`src/rtl/ppfifo_write_arbiter_if.sv`:
```
// Requester-side and PPFIFO-side write signals of the two-way PPFIFO write arbiter.
// The slave modport faces the arbiter; the master modport faces requesters and the FIFO.
interface ppfifo_write_arbiter_if #(
    parameter int DATA_WIDTH = 32
);
    logic                  i_req0_req;
    logic [1:0]            o_req0_rdy;
    logic [1:0]            i_req0_act;
    logic [23:0]           o_req0_size;
    logic                  i_req0_stb;
    logic [DATA_WIDTH:0]   i_req0_data;

    logic                  i_req1_req;
    logic [1:0]            o_req1_rdy;
    logic [1:0]            i_req1_act;
    logic [23:0]           o_req1_size;
    logic                  i_req1_stb;
    logic [DATA_WIDTH:0]   i_req1_data;

    logic [1:0]            i_ppfifo_rdy;
    logic [1:0]            o_ppfifo_act;
    logic [23:0]           i_ppfifo_size;
    logic                  o_ppfifo_stb;
    logic [DATA_WIDTH:0]   o_ppfifo_data;

    logic [1:0]            o_grant;
    logic                  o_overflow;

    modport slave (
        input  i_req0_req, i_req0_act, i_req0_stb, i_req0_data,
        input  i_req1_req, i_req1_act, i_req1_stb, i_req1_data,
        input  i_ppfifo_rdy, i_ppfifo_size,
        output o_req0_rdy, o_req0_size, o_req1_rdy, o_req1_size,
        output o_ppfifo_act, o_ppfifo_stb, o_ppfifo_data, o_grant, o_overflow
    );

    modport master (
        output i_req0_req, i_req0_act, i_req0_stb, i_req0_data,
        output i_req1_req, i_req1_act, i_req1_stb, i_req1_data,
        output i_ppfifo_rdy, i_ppfifo_size,
        input  o_req0_rdy, o_req0_size, o_req1_rdy, o_req1_size,
        input  o_ppfifo_act, o_ppfifo_stb, o_ppfifo_data, o_grant, o_overflow
    );
endinterface

```
`src/rtl/ppfifo_write_arbiter.sv`:
```
// Round-robin arbiter sharing one PPFIFO write port between two requesters.
// Optional grant timeout (o_timeout, TIMEOUT) is built when PPFIFO_ARB_TIMEOUT_EN is defined.
module ppfifo_write_arbiter #(
    parameter int DATA_WIDTH = 32
`ifdef PPFIFO_ARB_TIMEOUT_EN
    , parameter int TIMEOUT = 1024
`endif
) (
    input  logic clk,
    input  logic rst,
`ifdef PPFIFO_ARB_TIMEOUT_EN
    output logic o_timeout,
`endif
    ppfifo_write_arbiter_if.slave bus
);
    typedef enum logic [1:0] {IDLE, GRANT, ACTIVE, RELEASE} state_t;

    state_t                   state_q, state_d;
    logic [1:0]               req;
    logic [1:0][1:0]          act_in;
    logic [1:0]               stb_in;
    logic [1:0][DATA_WIDTH:0] data_in;

    logic                     ptr_q, ptr_d;
    logic                     win_q, win_d;
    logic [1:0]               act_q, act_d;
    logic [1:0]               grant_q, grant_d;
    logic [1:0][1:0]          rdy_q, rdy_d;
    logic                     stb_q, stb_d;
    logic                     ovf_q, ovf_d;
    logic [DATA_WIDTH:0]      data_q, data_d;
    logic [23:0]              cnt_q, cnt_d;

    logic                     pick, pick_buf;
    logic                     w_act, w_stb;
    logic [DATA_WIDTH:0]      w_data;

`ifdef PPFIFO_ARB_TIMEOUT_EN
    logic [31:0]              tmo_q, tmo_d;
    logic                     tmo_pulse_q, tmo_pulse_d;
`endif

    assign req     = {bus.i_req1_req, bus.i_req0_req};
    assign act_in  = {bus.i_req1_act, bus.i_req0_act};
    assign stb_in  = {bus.i_req1_stb, bus.i_req0_stb};
    assign data_in = {bus.i_req1_data, bus.i_req0_data};

    // Pointed-to requester wins ties; buffer 0 preferred whenever it is ready.
    assign pick     = req[ptr_q] ? ptr_q : ~ptr_q;
    assign pick_buf = ~bus.i_ppfifo_rdy[0];

    // Only the current owner's controls are ever looked at.
    assign w_act  = |act_in[win_q];
    assign w_stb  = stb_in[win_q];
    assign w_data = data_in[win_q];

    always_comb begin
        state_d = state_q;
        ptr_d   = ptr_q;
        win_d   = win_q;
        act_d   = act_q;
        grant_d = grant_q;
        rdy_d   = rdy_q;
        stb_d   = 1'b0;
        ovf_d   = 1'b0;
        data_d  = data_q;
        cnt_d   = cnt_q;
`ifdef PPFIFO_ARB_TIMEOUT_EN
        tmo_d       = '0;
        tmo_pulse_d = 1'b0;
`endif
        case (state_q)
            IDLE: begin
                if ((|bus.i_ppfifo_rdy) && (|req)) begin
                    win_d                 = pick;
                    act_d                 = '0;
                    act_d[pick_buf]       = 1'b1;
                    grant_d               = '0;
                    grant_d[pick]         = 1'b1;
                    rdy_d                 = '0;
                    rdy_d[pick][pick_buf] = 1'b1;
                    cnt_d                 = '0;
                    state_d               = GRANT;
                end
            end
            GRANT: begin
`ifdef PPFIFO_ARB_TIMEOUT_EN
                tmo_d = tmo_q + 32'd1;
`endif
                if (w_act) begin
                    rdy_d   = '0;
                    state_d = ACTIVE;
                end
`ifdef PPFIFO_ARB_TIMEOUT_EN
                else if (tmo_q == 32'(TIMEOUT - 1)) begin
                    rdy_d       = '0;
                    tmo_pulse_d = 1'b1;
                    state_d     = RELEASE;
                end
`endif
            end
            ACTIVE: begin
                // A strobe alongside the act release belongs to no burst.
                if (!w_act) begin
                    state_d = RELEASE;
                end else if (w_stb) begin
                    if (cnt_q < bus.i_ppfifo_size) begin
                        stb_d  = 1'b1;
                        data_d = w_data;
                        cnt_d  = cnt_q + 24'd1;
                    end else begin
                        ovf_d  = 1'b1;
                    end
                end
            end
            RELEASE: begin
                act_d   = '0;
                grant_d = '0;
                ptr_d   = ~win_q;
                state_d = IDLE;
            end
            default: state_d = IDLE;
        endcase
    end

    always_ff @(posedge clk or posedge rst) begin
        if (rst) begin
            state_q <= IDLE;
            ptr_q   <= 1'b0;
            win_q   <= 1'b0;
            act_q   <= '0;
            grant_q <= '0;
            rdy_q   <= '0;
            stb_q   <= 1'b0;
            ovf_q   <= 1'b0;
            data_q  <= '0;
            cnt_q   <= '0;
`ifdef PPFIFO_ARB_TIMEOUT_EN
            tmo_q       <= '0;
            tmo_pulse_q <= 1'b0;
`endif
        end else begin
            state_q <= state_d;
            ptr_q   <= ptr_d;
            win_q   <= win_d;
            act_q   <= act_d;
            grant_q <= grant_d;
            rdy_q   <= rdy_d;
            stb_q   <= stb_d;
            ovf_q   <= ovf_d;
            data_q  <= data_d;
            cnt_q   <= cnt_d;
`ifdef PPFIFO_ARB_TIMEOUT_EN
            tmo_q       <= tmo_d;
            tmo_pulse_q <= tmo_pulse_d;
`endif
        end
    end

    assign bus.o_req0_rdy    = rdy_q[0];
    assign bus.o_req1_rdy    = rdy_q[1];
    assign bus.o_req0_size   = bus.i_ppfifo_size;
    assign bus.o_req1_size   = bus.i_ppfifo_size;
    assign bus.o_ppfifo_act  = act_q;
    assign bus.o_ppfifo_stb  = stb_q;
    assign bus.o_ppfifo_data = data_q;
    assign bus.o_grant       = grant_q;
    assign bus.o_overflow    = ovf_q;
`ifdef PPFIFO_ARB_TIMEOUT_EN
    assign o_timeout = tmo_pulse_q;
`endif
endmodule

```
`src/flat_wrapper.sv`:
```
// flat-port wrapper written by rule: the top's interface ports become plain ports
module ppfifo_write_arbiter_flat 
#(
    parameter int DATA_WIDTH = 32

)
  (clk, rst, bus_i_req0_req, bus_i_req0_act, bus_i_req0_stb, bus_i_req0_data, bus_i_req1_req, bus_i_req1_act, bus_i_req1_stb, bus_i_req1_data, bus_i_ppfifo_rdy, bus_i_ppfifo_size, bus_o_req0_rdy, bus_o_req0_size, bus_o_req1_rdy, bus_o_req1_size, bus_o_ppfifo_act, bus_o_ppfifo_stb, bus_o_ppfifo_data, bus_o_grant, bus_o_overflow);
  ppfifo_write_arbiter_if #(.DATA_WIDTH(DATA_WIDTH)) bus_i ();
  input  logic clk;
  input  logic rst;
  input wire logic [$bits(bus_i.i_req0_req)-1:0] bus_i_req0_req;
  input wire logic [$bits(bus_i.i_req0_act)-1:0] bus_i_req0_act;
  input wire logic [$bits(bus_i.i_req0_stb)-1:0] bus_i_req0_stb;
  input wire logic [$bits(bus_i.i_req0_data)-1:0] bus_i_req0_data;
  input wire logic [$bits(bus_i.i_req1_req)-1:0] bus_i_req1_req;
  input wire logic [$bits(bus_i.i_req1_act)-1:0] bus_i_req1_act;
  input wire logic [$bits(bus_i.i_req1_stb)-1:0] bus_i_req1_stb;
  input wire logic [$bits(bus_i.i_req1_data)-1:0] bus_i_req1_data;
  input wire logic [$bits(bus_i.i_ppfifo_rdy)-1:0] bus_i_ppfifo_rdy;
  input wire logic [$bits(bus_i.i_ppfifo_size)-1:0] bus_i_ppfifo_size;
  output wire logic [$bits(bus_i.o_req0_rdy)-1:0] bus_o_req0_rdy;
  output wire logic [$bits(bus_i.o_req0_size)-1:0] bus_o_req0_size;
  output wire logic [$bits(bus_i.o_req1_rdy)-1:0] bus_o_req1_rdy;
  output wire logic [$bits(bus_i.o_req1_size)-1:0] bus_o_req1_size;
  output wire logic [$bits(bus_i.o_ppfifo_act)-1:0] bus_o_ppfifo_act;
  output wire logic [$bits(bus_i.o_ppfifo_stb)-1:0] bus_o_ppfifo_stb;
  output wire logic [$bits(bus_i.o_ppfifo_data)-1:0] bus_o_ppfifo_data;
  output wire logic [$bits(bus_i.o_grant)-1:0] bus_o_grant;
  output wire logic [$bits(bus_i.o_overflow)-1:0] bus_o_overflow;
  assign bus_i.i_req0_req = bus_i_req0_req;
  assign bus_i.i_req0_act = bus_i_req0_act;
  assign bus_i.i_req0_stb = bus_i_req0_stb;
  assign bus_i.i_req0_data = bus_i_req0_data;
  assign bus_i.i_req1_req = bus_i_req1_req;
  assign bus_i.i_req1_act = bus_i_req1_act;
  assign bus_i.i_req1_stb = bus_i_req1_stb;
  assign bus_i.i_req1_data = bus_i_req1_data;
  assign bus_i.i_ppfifo_rdy = bus_i_ppfifo_rdy;
  assign bus_i.i_ppfifo_size = bus_i_ppfifo_size;
  assign bus_o_req0_rdy = bus_i.o_req0_rdy;
  assign bus_o_req0_size = bus_i.o_req0_size;
  assign bus_o_req1_rdy = bus_i.o_req1_rdy;
  assign bus_o_req1_size = bus_i.o_req1_size;
  assign bus_o_ppfifo_act = bus_i.o_ppfifo_act;
  assign bus_o_ppfifo_stb = bus_i.o_ppfifo_stb;
  assign bus_o_ppfifo_data = bus_i.o_ppfifo_data;
  assign bus_o_grant = bus_i.o_grant;
  assign bus_o_overflow = bus_i.o_overflow;
  ppfifo_write_arbiter #(.DATA_WIDTH(DATA_WIDTH)) u_core (.clk(clk), .rst(rst), .bus(bus_i));
endmodule
```
`config.mk`:
```
export PLATFORM = sky130hd
export DESIGN_NAME = ppfifo_write_arbiter_flat
export DESIGN_NICKNAME = d
export VERILOG_FILES = /design/src/rtl/ppfifo_write_arbiter_if.sv /design/src/rtl/ppfifo_write_arbiter.sv /design/src/flat_wrapper.sv
export SDC_FILE = /design/constraint.sdc
export NUM_CORES = 1
export LEC_CHECK = 0
export CORE_MARGIN = 2
export CORE_UTILIZATION = 30
export DETAILED_ROUTE_END_ITERATION = 12
export GPL_TIMING_DRIVEN = 1
export PLACE_DENSITY = 0.68
export SLEW_MARGIN = 40
export SYNTH_ARGS = -nofsm -noshare
export SYNTH_HDL_FRONTEND = slang
export SYNTH_SLANG_ARGS = --single-unit
```
`constraint.sdc`:
```
create_clock -name clk -period 3.95 [get_ports clk]
set_clock_uncertainty 0.2 [all_clocks]
set_input_delay 0.5925 -clock clk [delete_from_list [all_inputs] [get_ports clk]]
set_output_delay 0.5925 -clock clk [all_outputs]
set_load 0.02 [all_outputs]
```
Yosys cells after proc, flatten, opt, wreduce, memory -nomap -nowiden
Cells that the tools add are included.
{ "word_totals": {"register_bits": 71, "inputBits": 102, "output_inout_bits": 91, "wordCells": 86} }
{ "classes": {"add_sub_neg": 1, "order_cmp": 7, "n_eq_ne": 9, "muxes": 39, "n_bitwise": 3, "reduce_logical": 16} }
{ "ops": {"columns": ["operator", "n"], "rows": [
  ["24-bit 2-to-1 mux", 4],
  ["33-bit 2-to-1 mux", 2],
  ["24-bit one-hot mux with 2 select lines", 1],
  ["24-bit by 1-bit adder with 24-bit output, second input constant", 1],
  ["24-bit < comparator", 1],
  ["2-bit 2-to-1 mux", 8],
  ["1-bit 2-to-1 mux", 15],
  ["2-bit by 1-bit inequality test with 1-bit output, second input constant", 5],
  ["1-bit by 2-bit < comparator with 1-bit output, second input constant", 4],
  ["4-bit 2-to-1 mux", 2],
  ["2-bit one-hot mux with 2 select lines", 2],
  ["2-bit one-hot mux with 4 select lines", 1],
  ["4-bit one-hot mux with 2 select lines", 1],
  ["3-bit AND reduction", 2],
  ["2-bit nonzero test", 3],
  ["2-bit OR reduction", 3],
  ["5-bit AND reduction", 1],
  ["2-bit == test, second input constant", 2],
  ["2-bit AND reduction", 2],
  ["4-bit AND reduction", 1],
  ["1-bit logical AND", 3],
  ["1-bit NOT", 3],
  ["1-bit demux with 1-bit select", 2],
  ["2-bit demux with 1-bit select", 1],
  ["other kinds (4)", 5]
]} }

Longest topological paths before layout
Gate-level depths: netlist of the first run.
{ "logic_depth": {"ltp_word": 9, "depth_mapped": 10, "ltp_nobuf": 8} }

Worst setup path before layout of the first run
Ideal clock, no wire load.
{ "synth_path": {"path_type": "input -> register", "start": "in bus_i_ppfifo_size[11]", "end": "reg u_core.data_q[22], in the netlist u_core.bus.o_ppfifo_data[22]", "setup_ns": 0.123, "t_arrival_ns": 2.470, "slack_ns": 1.157, "cell_stages": 10, "n_path_buf": 2, "path_cell_list": "inv_1 -> ha_1 -> a21oi_1 -> o21ai_0 -> a22oi_1 -> o211ai_1 -> buf_4 -> nor3_4 -> buf_4 -> a21oi_1"} }
{ "synth_between": {"elab_chain_len": 2} }
{ "synth_lines": {"columns": ["element", "line_no", "source"], "rows": [
  ["start: declaration", "flat_wrapper.sv:20", "input wire logic [$bits(bus_i.i_ppfifo_size)-1:0] bus_i_ppfifo_size;"],
  ["24-bit < comparator", "ppfifo_write_arbiter.sv:107", "if (cnt_q < bus.i_ppfifo_size) begin"],
  ["4-bit AND reduction (no source line)", null, null],
  ["end signal: assignment", "ppfifo_write_arbiter.sv:151", "data_q <= data_d;"],
  ["end: declaration", "ppfifo_write_arbiter.sv:31", "logic [DATA_WIDTH:0] data_q, data_d;"]
]} }
No other way between the ends.
A chain may end at the register's enable or synchronous reset.

Worst setup path in the final report of the first run
{ "layout_path": {"start": "in bus_i_ppfifo_size[23]", "end": "reg u_core.cnt_q[0]"} }
{ "layout_between": {"elab_chain_len": 3} }
{ "layout_lines": {"columns": ["element", "line_no", "source"], "rows": [
  ["24-bit < comparator", "ppfifo_write_arbiter.sv:107", null],
  ["2-bit by 1-bit inequality test with 1-bit output (no source line)", null, null],
  ["5-bit AND reduction (no source line)", null, null],
  ["end signal: assignment", "ppfifo_write_arbiter.sv:152", "cnt_q <= cnt_d;"],
  ["end: declaration", "ppfifo_write_arbiter.sv:32", "logic [23:0] cnt_q, cnt_d;"]
]} }
No other way between the ends.

==> results of run 1 <==
==> critical path, stage by stage <==
cell and delay [ns]:
clkdlybuf4s50_1 0.50, inv_1 0.06, ha_1 0.33, nand4_1 0.16, nor4_1 0.09, a22oi_1 0.58
o211a_1 0.38, nand2_1 0.17, o311ai_0 0.46
==> final timing paths <==
check                                                   from  slack [ns]  depth (start not counted)                                       end
setup / recovery                       bus_i_ppfifo_size[23]        0.62                          9               u_core.cnt_q[0]$_DFFE_PP0P_
hold / removal             u_core.bus.o_grant[1]$_DFFE_PP0P_        0.30                          2         u_core.bus.o_grant[1]$_DFFE_PP0P_
setup reg to reg                 u_core.cnt_q[9]$_DFFE_PP0P_        0.95                          7               u_core.cnt_q[0]$_DFFE_PP0P_
hold reg to reg            u_core.bus.o_grant[1]$_DFFE_PP0P_        0.30                          2         u_core.bus.o_grant[1]$_DFFE_PP0P_
max in group asynchronous                                rst        2.39                          3               u_core.cnt_q[5]$_DFFE_PP0P_
min in group asynchronous                                rst        0.49                          2  u_core.bus.o_ppfifo_data[15]$_DFFE_PP0P_
==> area by class of cell <==
type                            instances  area [um2]
Clock buffer                           11         243
Clock inverter                          5        81.3
Fill cell                            1583        8930
Inverter                               29         109
Multi-Input combinational cell        369        2520
Sequential cell                        71        1780
Tap cell                              216         270
Timing Repair Buffer                  201        2010
==> per-stage QoR <==
step           std cells  area [um2]  setup WS (ns)
4_1_cts              902        7020          0.611
2_1_floorplan        550        4920           1.16
6_report             902        7020          0.616
5_1_grt              902        7020          0.372
3_3_place_gp         886        6690          0.421
3_5_place_dp         886        6690          0.311
==> layer usage <==
layer	track usage [%]	up-vias	part of all wire (%)
met2	25.4	177	48
met1	19.9	2124	42
met4	3.99	0	0.79
met5	0	-	0
met3	5.34	10	8.8
li1	-	2244	-
==> flip-flops by register name, summed over array words and instances, names as in the netlist, 2 cells and up <==
signal	cells
u_core.bus.o_grant	2
u_core.bus.o_ppfifo_act	2
u_core.bus.o_ppfifo_data	33
u_core.bus.o_req0_rdy	2
u_core.bus.o_req1_rdy	2
u_core.cnt_q	24
u_core.state_q	2
==> layout by cell type, fill, tap and decap left out, types with 3 or more instances in the layout <==
cell | synthesis | final
mux2i_1 | 36 | 36
nand4_1 | 9 | 9
nand2b_1 | 3 | 3
o21a_1 | 4 | 4
a211o_1 | 4 | 4
dfrtp_1 | 71 | 70
nand3_1 | 17 | 17
clkdlybuf4s50_1 | 0 | 192
mux2_2 | 4 | 4
or4_1 | 4 | 4
buf_4 | 51 | 7
a21oi_1 | 44 | 44
nor3_1 | 11 | 11
or3_1 | 5 | 5
nand2_1 | 52 | 52
inv_1 | 29 | 28
clkbuf_16 | 0 | 9
a31oi_1 | 36 | 36
nor4_1 | 4 | 4
o311ai_0 | 6 | 6
and3_1 | 12 | 12
o21ai_0 | 16 | 16
ha_1 | 28 | 27
nor2_1 | 21 | 21
or4b_1 | 4 | 4
o211ai_1 | 13 | 13
and4_1 | 6 | 6
==> cells by family (layout without fill, tap and decap cells) <==
family | after synthesis | after routing | share of synthesized area, %
flops | 71 | 71 | 36.1
fa+ha+maj | 28 | 28 | 7.12
compound gates | 146 | 146 | 19.3
buf+inv | 110 | 246 | 12.7
simple gates | 155 | 155 | 16.5
mux | 40 | 40 | 8.24
==> power groups by stage <==
stage | sequential (W) | combinational (W) | clock, W
global route | 0.00124 | 0.00235 | 0.000946
finish | 0.00121 | 0.00215 | 0.000886
global placement | 0.00120 | 0.00214 | 0
floorplan | 0.00142 | 0.00111 | 0
detailed placement | 0.00122 | 0.00216 | 0
CTS | 0.00121 | 0.00217 | 0.000911
==> results.tsv, run 1 <==
stage	metric	value	unit
timing	FMAX	300	MHz
synth	Synth Instances	550	
timing	fin crit share	84.4	%
setup_path	Critical Path RT	3.94	ns
synth	syn nets	680	
floorplanning	Starting Density	30.8	%
timing	RSZ-0062 raised after global routing	no	
synth	area fraction of the dominant cell type after synthesis	36.1	%
timing	Hold Vio Cnt, Final	0	
power	P per Cell Area	605	mW/mm2
power	Total Power	0.00424	W
setup_path	worst-path maximum fanout	8	
grt	number of global-route vias before repair	4435	
setup_path	Crit Path Class	in2reg	
timing	setup TNS	0	ns
cells_and_area	# diodes	0	
grt	GRT Overall Usage	15.6	%
place	post-DP HPWL	10100	um
timing	max-slew violations	0	
cells_and_area	share of layout cells above drive strength 1	5.54	%
floorplanning	Die H	132	um
synth	FF+latch count, synth	71	
power	Int Pwr	0.00251	W
clock_tree	# Post-CTS Setup Buffers	0	
synth	area leader, netlist	dfrtp_1	
clock_tree	root buffer cell	clkbuf_16	
synth	number of flops mapped to enable cells by yosys	0	
synth	Seq/Total Area, Yosys	36.1	%
routing	routed wire length	13700	um
power	P_sw	0.00173	W
run	# Max-Cap Violations	0	
routing	drt via density	5.05	
place	port buffer count	192	
synth	ys async rst share	100	%
synth	mapped cell area	0.00492	mm2
power	sequential share of power	28.5	%
cells_and_area	Finished Core Util	44.0	%
power	sw frac	40.8	%
grt	pin count of the biggest net entering global routing	41	
clock_tree	TritonCTS clock tree	done	
timing	min Tclk post-route	3.33	ns
power	combinational power share	50.6	%
clock_tree	CTS resizes	0	
routing	Final ANT Viol Nets	0	
power	clock share of power	20.9	%
clock_tree	worst skew pair latency	0.34	ns
timing	max_slew headroom	53.7	%
routing	drc violations	0	
worst_hold_path	class of the worst hold path	reg2reg	
synth	main flop type after synthesis	dfrtp_1	
floorplanning	Core ar.	0.0159	mm2
clock_tree	Max clock buf depth	2	
clock_tree	CTS Buf Count	9	
power	P_leak	3.04	nW
synth	top-count cell post-synth	dfrtp_1	
clock_tree	clk slew on worst S/H paths	0.06	ns
cells_and_area	synthesis-to-finish area growth	42.7	%
synth	Syn Area/Cell	8.94	um2
synth	Ys Warns	0	
timing	WHS	0.300	ns
timing	Worst Max-Slew Pin Slew	0.693	ns
grt	initial antenna violation count	0	
setup_path	CP Launch Type	input pin	
place	routability-driven placement congestion ratio	0.827	
setup_path	critical path arrival	3.33	ns
synth	Synth top cells by count	71 x dfrtp_1, 52 x nand2_1, 51 x buf_4	
power	maximum vdd drop	0.000361	V
timing	endpoints failing setup	0	
routing	vias	4555	
clock_tree	H-tree levels	3	
run_status	outcome	completed	
cells_and_area	NumNets Final	811	
synth	Area contributors post-synth	dfrtp_1 36%, buf_4 7.8%, mux2i_1 7.3%, ha_1 7.1%, a31oi_1 4.6%	
floorplanning	io pins	193	
grt	GR Overflow Total	0	
routing	drt pass-1 iters	4	
floorplanning	site row count	46	
floorplanning	Die X	132	um
routing	WL per Instance	15.1	um
clock_tree	hold-fix buffers at CTS	0	
setup_path	crit path capture type	register	
grt	first-pass GRT wire length	22300	um
routing	Iteration-0 DRC Markers	252	
clock_tree	clock net sink count	71	
synth	post-synthesis cell type count	51	
floorplanning	total die area	0.0174	mm2
No activity file was read; power rests on OpenSTA's default activity.
==> run 2: changes to the inputs <==
Settings changed: PLACE_DENSITY 0.68 to 0.7.
Clock period 3.95 ns to 2.7 ns, I/O delays scaled along.
==> run 2 against run 1 <==
The flow now finishes with violations (negative setup slack). Sequential power increased by 42%. Die area is the same. Flip-flop and latch count unchanged. Non-clock buffer count rose by 77. Worst hold slack got worse by 0.067 ns. First-iteration DRC count increased by 31%. Core utilization is 5.9 points higher. Clock power rose by 25%. Clock-buffer cell count decreased by 1. Wire length is 11% higher. Combinational power increased by 80%. Critical path type is now reg2reg. Largest power group unchanged.
==> results.tsv, run 2 (synthesized netlist as in run 1, its figures left out) <==
stage	metric	value	unit
timing	Worst Max-Slew Pin Slew	0.634	ns
place	post-DP HPWL	10800	um
clock_tree	TritonCTS clock tree	done	
place	routability-driven placement congestion ratio	0.875	
grt	GR Overflow Total	0	
power	Total Power	0.00670	W
timing	PnR worst setup slack	-0.0487	ns
run_status	failing checks	negative setup slack	
cells_and_area	synthesis-to-finish area growth	61.8	%
routing	Iteration-0 DRC Markers	330	
worst_hold_path	class of the worst hold path	in2async	
grt	pin count of the biggest net entering global routing	34	
setup_path	worst-path maximum fanout	18	
floorplanning	Core ar.	0.0159	mm2
cells_and_area	multi-input logic area	0.00284	mm2
floorplanning	io pins	193	
power	sw frac	42.2	%
power	P per Cell Area	843	mW/mm2
floorplanning	site row count	46	
power	P_leak	3.47	nW
cells_and_area	NumNets Final	888	
floorplanning	Starting Density	30.8	%
clock_tree	clk slew on worst S/H paths	0.06	ns
cells_and_area	share of layout cells above drive strength 1	22.1	%
grt	initial antenna violation count	0	
cells_and_area	highest-count cells in the layout ignoring fill and taps	178 x clkdlybuf4s50_1, 74 x buf_4, 69 x dfrtp_1, 50 x nand2_1, 36 x mux2i_1	
run	# Max-Cap Violations	0	
setup_path	Critical Path RT	2.72	ns
power	clock share of power	16.6	%
setup_path	RR Startpoint	u_core.cnt_q[22]$_DFFE_PP0P_	
setup_path	worst path cell trace	ha_4 -> nand4_1 -> nor4_4 -> o211ai_1 -> buf_4 -> o211a_4 -> buf_4 -> a31oi_2 -> a21oi_4	
clock_tree	worst skew pair latency	0.33	ns
run_status	outcome	finished, violations left	
floorplanning	Die H	132	um
place	port buffer count	192	
timing	max-slew violations	0	
setup_path	Critical R2R Capture	u_core.bus.o_ppfifo_data[11]$_DFFE_PP0P_	
setup_path	Reg2Reg Setup Slack	-0.05	ns
routing	drt via density	5.06	
routing	drc violations	0	
grt	number of global-route vias before repair	4940	
routing	routed wire length	15200	um
clock_tree	clock net sink count	71	
power	Int Pwr	0.00388	W
routing	vias	4951	
place	Placed Cells	945	
routing	WL per Instance	15.5	um
power	sequential share of power	25.7	%
cells_and_area	register area	0.00178	mm2
clock_tree	CTS Buf Count	9	
power	combinational power share	57.6	%
cells_and_area	Fillers	1499	
grt	first-pass GRT wire length	24900	um
setup_path	worst-case reg-to-reg path depth	9	
timing	min Tclk post-route	2.75	ns
cells_and_area	# diodes	0	
setup_path	Max stage delay on crit path	0.42	ns
clock_tree	root buffer cell	clkbuf_16	
setup_path	Crit Path Class	reg2reg	
timing	FMAX	364	MHz
timing	RSZ-0062 raised after global routing	yes	
routing	Final ANT Viol Nets	0	
floorplanning	Die X	132	um
timing	max_slew headroom	57.4	%
cells_and_area	Final Non-Filler Cells	979	
timing	endpoints failing setup	12	
routing	drt pass-1 iters	4	
setup_path	critical path arrival	2.77	ns
setup_path	CP Launch Type	register	
power	P_sw	0.00283	W
cells_and_area	commonest non-fill, non-tap cell in the layout	clkdlybuf4s50_1	
timing	Hold Vio Cnt, Final	0	
timing	fin crit share	102	%
setup_path	crit path capture type	register	
floorplanning	total die area	0.0174	mm2
setup_path	Most Frequent Cell on Critical Path	buf_4	
clock_tree	H-tree levels	3	
clock_tree	Max clock buf depth	2	
setup_path	CP max stage cell	dfrtp_1	
power	maximum vdd drop	0.000525	V
grt	GRT Overall Usage	17.4	%
cells_and_area	max reg flops	33	
==> run 2: through the flow <==
| stage | area (um2) | util, % | hold slack, ns | setup TNS, ns | setup slack [ns] |
|---|---|---|---|---|---|
| 2_1_floorplan | 4920 | - | 0.302 | 0 | 0.0942 |
| 3_3_place_gp | 7160 | 44.9 | 0.270 | -25.34 | -0.510 |
| 3_5_place_dp | 7160 | 44.9 | 0.288 | -29.00 | -0.572 |
| 4_1_cts | 7710 | 48.3 | 0.253 | 0 | 0.00603 |
| 5_1_grt | 7950 | 49.9 | 0.285 | -3.83 | -0.137 |
| 6_report | 7950 | 49.9 | 0.233 | -0.198 | -0.0487 |
==> run 2: worst max-delay path by stage <==
stage | from | cells past startpoint | end | slack (ns)
global route | u_core.cnt_q[22]$_DFFE_PP0P_ | 9 | u_core.bus.o_ppfifo_data[12]$_DFFE_PP0P_ | -0.14
global placement | bus_i_ppfifo_size[9] | 10 | u_core.cnt_q[23]$_DFFE_PP0P_ | -0.51
detailed placement | bus_i_ppfifo_size[22] | 10 | u_core.bus.o_ppfifo_data[32]$_DFFE_PP0P_ | -0.57
floorplan | bus_i_ppfifo_size[11] | 10 | u_core.bus.o_ppfifo_data[22]$_DFFE_PP0P_ | 0.09
finish | u_core.cnt_q[22]$_DFFE_PP0P_ | 9 | u_core.bus.o_ppfifo_data[11]$_DFFE_PP0P_ | -0.05
CTS | bus_i_ppfifo_size[11] | 11 | u_core.cnt_q[6]$_DFFE_PP0P_ | 0.006
==> run 2: timing repair <==
item                                    CTS  global route
endpoints found under the setup margin   56            47
pin swaps                                 8            11
gates resized for setup                  46            47
hold buffers                              0             0
setup buffers                            11             4
cloned                                    3             1
==> run 2: critical path, delay by kind of cell (launching register included) <==
| family | cells | cell delay (ns) |
|---|---|---|
| AND/OR/NAND/NOR | 2 | 0.55 |
| adder cells (fa/ha/maj) | 1 | 0.30 |
| AO/OA/AOI/OAI | 4 | 0.76 |
| buffers and inverters | 2 | 0.39 |
| flip-flops | 1 | 0.42 |
==> run 2: layout make-up <==
type	instances	share of cell area, %
clock inverters	6	0.582
flip-flops and latches	71	22.4
repair buffers	278	33.7
inverters	29	1.37
clock buffers	10	2.88
well taps	216	3.40
multi-input cells	369	35.7
==> run 2: power by group through the flow <==
stage                     registers, W  clock network, W  logic, W
final                          0.00172           0.00111   0.00386
after global routing           0.00178           0.00118   0.00418
after CTS                      0.00172           0.00113   0.00362
after detailed placement       0.00173                 0   0.00342
after global placement         0.00172                 0   0.00338
after floorplan                0.00208                 0   0.00162
==> run 2: layer usage <==
layer	GRT usage, %	vias to the layer above	share of wire (%)
li1	-	2400	-
met1	21.6	2358	41
met2	29.9	178	50
met3	4.96	15	7.8
met4	3.80	0	1.2
met5	0	-	0
==> run 3: changes to the inputs <==
Settings changed: CAP_MARGIN from default to 25.
==> results of run 3 <==
The final DEF is identical to that of run 2; final timing and power are the same.
